**src/rtl/ahb_rr_arbiter.sv**
```systemverilog
// ---------------------------------------------------------------------------
// ahb_rr_arbiter
// Four-master AHB bus arbiter. Round-robin with a per-owner beat quantum,
// locked-transfer protection and SPLIT masking.
//
// Ports
//   HCLK       bus clock
//   HRESETn    asynchronous active-low reset; release is sampled on HCLK
//   HBUSREQx   per-master bus request
//   HLOCKx     per-master locked-transfer request
//   HREADY     transfer complete; low freezes grant, quantum and pointer
//   HRESP      slave response, 2'b11 = SPLIT
//   HSPLIT     per-master split resume from slaves
//   HGRANTx    registered one-hot grant
//   HMASTER    master owning the current address phase
//   HMASTLOCK  current address phase is locked
// ---------------------------------------------------------------------------
module ahb_rr_arbiter #(
   parameter int unsigned QUANTUM        = 4,
   parameter int unsigned DEFAULT_MASTER = 0
) (
   input  logic       HCLK,
   input  logic       HRESETn,
   input  logic [3:0] HBUSREQx,
   input  logic [3:0] HLOCKx,
   input  logic       HREADY,
   input  logic [1:0] HRESP,
   input  logic [3:0] HSPLIT,
   output logic [3:0] HGRANTx,
   output logic [1:0] HMASTER,
   output logic       HMASTLOCK
);

   localparam int unsigned NM = 4;
   localparam int unsigned QW = 4;
   localparam logic [1:0]    DEF_IDX   = 2'(DEFAULT_MASTER);
   localparam logic [3:0]    DEF_GRANT = 4'(4'b0001 << DEF_IDX);
   localparam logic [QW-1:0] QLOAD     = QW'(QUANTUM - 1);
   localparam logic [1:0]    RESP_SPLIT = 2'b11;

   logic          run_q;     // set one edge after reset release
   logic [1:0]    owner_q;   // index of HGRANTx, also the RR pointer
   logic [QW-1:0] qcnt_q;    // remaining quantum beats of the owner
   logic [3:0]    mask_q;    // split mask, bit i blocks master i

   logic [3:0]    eligible_c;
   logic          owner_elig_c;
   logic          others_elig_c;
   logic          rearb_c;
   logic [1:0]    winner_c;
   logic [1:0]    next_owner_c;
   logic          grant_chg_c;
   logic [3:0]    split_set_c;
   logic [3:0]    mask_d_c;

   // Arbitration decision for the next HREADY=1 edge
   always_comb begin
      logic       found;
      logic [1:0] idx;
      eligible_c    = HBUSREQx & ~mask_q;
      owner_elig_c  = eligible_c[owner_q];
      others_elig_c = |(eligible_c & ~HGRANTx);
      // A locked owner only escapes quantum preemption, never ineligibility
      rearb_c = !owner_elig_c ||
                ((qcnt_q == '0) && others_elig_c && !HLOCKx[owner_q]);

      // Search owner+1 .. owner+3, then owner itself last
      winner_c = DEF_IDX;
      found    = 1'b0;
      for (int unsigned i = 1; i <= NM; i++) begin
         idx = owner_q + 2'(i);
         if (!found && eligible_c[idx]) begin
            winner_c = idx;
            found    = 1'b1;
         end
      end

      next_owner_c = rearb_c ? winner_c : owner_q;
      grant_chg_c  = (next_owner_c != owner_q);
   end

   // Split mask update; a resume clears even a same-cycle set
   always_comb begin
      split_set_c = '0;
      if (!HREADY && (HRESP == RESP_SPLIT))
         split_set_c = 4'(4'b0001 << HMASTER);
      mask_d_c = (mask_q | split_set_c) & ~HSPLIT;
   end

   // State registers
   always_ff @(posedge HCLK or negedge HRESETn) begin
      if (!HRESETn) begin
         run_q     <= 1'b0;
         owner_q   <= DEF_IDX;
         HGRANTx   <= DEF_GRANT;
         HMASTER   <= DEF_IDX;
         HMASTLOCK <= 1'b0;
         qcnt_q    <= QLOAD;
         mask_q    <= '0;
      end else begin
         run_q <= 1'b1;
         if (run_q) begin
            mask_q <= mask_d_c;
            if (HREADY) begin
               owner_q   <= next_owner_c;
               HGRANTx   <= 4'(4'b0001 << next_owner_c);
               HMASTER   <= owner_q;
               HMASTLOCK <= HLOCKx[owner_q];
               if (grant_chg_c)
                  qcnt_q <= QLOAD;
               else if (qcnt_q != '0)
                  qcnt_q <= qcnt_q - QW'(1);
            end
         end
      end
   end

endmodule
```
**config.mk**
```make
export PLATFORM = sky130hd
export DESIGN_NAME = ahb_rr_arbiter
export DESIGN_NICKNAME = d
export VERILOG_FILES = /design/src/rtl/ahb_rr_arbiter.sv
export SDC_FILE = /design/constraint.sdc
export NUM_CORES = 1
export LEC_CHECK = 0
export ABC_CLOCK_PERIOD_IN_PS = 4170
export BUFFER_PORTS_ARGS = -buffer_cell sky130_fd_sc_hd__buf_4
export CORE_AREA = 10 10 57 59
export DETAILED_ROUTE_END_ITERATION = 7
export DIE_AREA = 0 0 67 69
export GPL_TIMING_DRIVEN = 0
export HOLD_SLACK_MARGIN = 0.12
export PLACE_DENSITY = 0.74
export RECOVER_POWER = 25
export SLEW_MARGIN = 20
export SYNTH_ARGS = -nofsm -noshare
export SYNTH_HDL_FRONTEND = slang
export SYNTH_SLANG_ARGS = --single-unit
```
**constraint.sdc**
```tcl
create_clock -name HCLK -period 4.17 [get_ports HCLK]
set_input_delay 0.2085 -clock HCLK [delete_from_list [all_inputs] [get_ports HCLK]]
set_output_delay 0.2085 -clock HCLK [all_outputs]
set_load 0.05 [all_outputs]
```
==> impl_metrics.yaml <==
pwr:
  power.leakage_nw: 0.668
  seq_power_share: 0.324
  vdd_ir_drop_max_mv: 0.356
  totalPowerFinal_mw: 0.940
  p_int_mw: 0.517
  comb_power_share: 0.557
  switching_share: 0.450
  pwr-share-clk: 0.119
  p_sw_mw: 0.423
  cellPowerDensity_nw_per_um2: 652
finish:
  final_area_um2: 1440
  area_delta_synth_final_pct: 25.2
  fin_util: 0.671
  drive_gt1_frac: 0.318
  fin_cells: 179
  multi_input_area_um2: 623
  n_antenna_cell: 0
  fillers: 166
  nets: 170
  seq_area_um2: 454
clock_network:
  clkSinkCount: 18
  clock_path_buffers: 2
  clock_latency_ns: 0.30
  clkTransAtPathRegs_ns: 0.12
  cts_tree: "done"
  root_buffer: "clkbuf_4"
  post-cts-setup-buffer-count: 0
  cts_buffers: 3
  h-tree-depth: 1
critical_path:
  reg2reg_depth: 5
  criticalPathCategory: "reg -> reg"
  crit_end: "qcnt_q[0]"
  required_ns: 4.40
  path_delay_family: "compound AO/OA/AOI/OAI gates"
  r2r_slack_ns: 2.04
  max_stage_delay_ns: 0.53
  crit_arrival_ns: 2.36
  r2r_start: "mask_q[3]"
  startpoint: "mask_q[3]"
  end_kind: "flip-flop"
  crit_chain: "or2b_2, mux4_2, a32oi_1, a21oi_1, o21a_1"
  cp_num_cells: 5
  worstPathMaxFanout: 5
  path_buf_inv: 0
  crit_path_start_kind: "flip-flop"
  r2r-end: "qcnt_q[0]"
  slowest_stage: "mux4_2"
yosys:
  synth_warnings: 0
  synth.area.mux_share: 0.0891
  synth_top_family_by_area: "simple AND/OR/NAND/NOR gates"
  synth_compound_area_frac: 0.214
  synth_simple_gate_area_frac: 0.224
  synth_edf_count: 0
  synth.avg_cell_area_um2: 9.67
  synthAdderAreaFrac: 0.0109
  synth_most_common_cell: "dfrtp_1"
  synthTopCellsByCount: "15 x dfrtp_1, 13 x nand2_1, 10 x a21oi_1"
  seq_area_frac_synth: 0.395
  netlist.area_leader.share: 0.326
  synth-seq-cells: 18
  ys_async_sr_fraction: 1.00
  ys.flop_type: "dfrtp_1"
  ys_types: 40
  syn_nets: 137
  synth_xor_area_frac: 0
  syn_inst: 119
  synthesis.area_um2: 1150
  ys_top_cells_by_area: "dfrtp_1 33%, dfstp_2 6.8%, a21oi_1 4.3%, nand2_1 4.2%, mux4_2 3.9%"
  yosysTopAreaCell: "dfrtp_1"
run_status:
  outcome: "completed"
place:
  dp_cells: 170
  finalWeightedCongestion: 0.905
  post-place-ws_ns: 2.04
  dpl_cell_area_um2: 1360
  dp_hpwl_mm: 2.18
  numPortBuffers: 23
detailed_routing:
  drcViolationCount: 0
  drt_iter0_drc: 35
  vias: 1028
  wl_per_cell_um: 15.4
  totalWireLength_mm: 2.76
  antenna_left: 0
  first_pass_iters: 4
  avgViaCountPerCell: 5.74
die:
  core-area_um2: 2150
  rows: 17
  start_util: 0.536
  fp.dieH_um: 69
  dieArea_um2: 4620
  ios: 24
  die-width_um: 67
timing:
  maxSlewHeadroom: 0.350
  worst_slack_ns: 2.04
  timing.final.crit_share: 0.511
  period_needed_ns: 2.13
  rsz0062_at_grt: "false"
  hold_viol_final: 0
  skew_ns: 0.0170
  worst_pin_slew_ns: 0.975
  hold_ws_ns: 0.185
  finalSetupTns_ns: 0
  slew_viol_final: 0
  max_freq_mhz: 469
  setup_viol: 0
worst_hold_path:
  holdPathStages: 2
  hold_path_class: "in -> reg"
global_route:
  grt_pass1_vias: 1043
  antenna_found_initial: 0
  track_usage: 0.123
  grt_pass1_wl_mm: 4.71
  grt.overflow.total: 0
  grt_max_degree: 19
job:
  drv_cap: 0
[per-layer routing]
metal  GRT usage  wire (um)  vias to the layer above
met1       0.155       1130                      484
met2       0.194       1410                       46
met3      0.0386        213                        2
li1            -          -                      496
met5           0          0                        -
met4      0.0317         17                        0
[worst min path at each step]
stage          slack [ns]  startpoint         end
2_1_floorplan       -0.09     HRESETn  HGRANTx[1]
3_3_place_gp         0.08     HRESETn  owner_q[1]
3_5_place_dp         0.09     HRESETn  owner_q[1]
4_1_cts              0.18      HREADY  HGRANTx[3]
5_1_grt              0.19      HREADY  HGRANTx[3]
6_report             0.19      HREADY  HGRANTx[3]
[cell type report]
type / count / share of cell area
plain buffers: 6 / 0.0382
multi-input cells: 90 / 0.432
well taps: 28 / 0.0243
repair buffers: 28 / 0.152
flip-flops and latches: 18 / 0.315
clock buffers: 4 / 0.0252
inverters: 5 / 0.0130
[cell usage in the layout (no fill, tap or decap), types with 2 or more instances in the layout]
master,n
buf_4,22
dfrtp_1,15
nand2_1,13
a21oi_1,10
nor2_1,8
o21ai_0,5
nor2b_1,5
dlygate4sd3_1,5
inv_1,4
or2b_2,4
nor3_1,4
dfstp_2,3
buf_6,3
clkbuf_1,3
nor4_1,3
and2_1,3
a31oi_1,3
clkbuf_4,3
mux4_2,2
and3_2,2
clkbuf_8,2
mux2i_1,2
o22ai_1,2
nand3_1,2
o21a_1,2
o31ai_1,2
a41o_1,2
mux2_2,2
[power groups by stage]
| stage | registers, mW | logic (mW) | clock network [mW] |
|---|---|---|---|
| 6_report | 0.305 | 0.524 | 0.112 |
| 5_1_grt | 0.316 | 0.570 | 0.123 |
| 4_1_cts | 0.306 | 0.526 | 0.113 |
| 3_5_place_dp | 0.309 | 0.522 | 0 |
| 3_3_place_gp | 0.304 | 0.511 | 0 |
| 2_1_floorplan | 0.401 | 0.293 | 0 |
[sequential cells by signal, summed over array words and instances (netlist names)]
name / count
HMASTLOCK: 1
HMASTER: 2
mask_q: 4
HGRANTx: 4
run_q: 1
owner_q: 2
qcnt_q: 4
[timing repair]
action | CTS | global route
gates resized for setup | 0 | 0
hold buffers | 5 | 0
hold endpoints to repair | 22 | 0
[kinds of logic after synthesis]
logic type,Yosys count
and+or+nand+nor,48
muxes,7
other,1
AOI/OAI and AO/OA,33
buffers and inverters,11
adders and majority gates,1
DFF,18
Note: power is estimated with default switching activity, not from simulation.
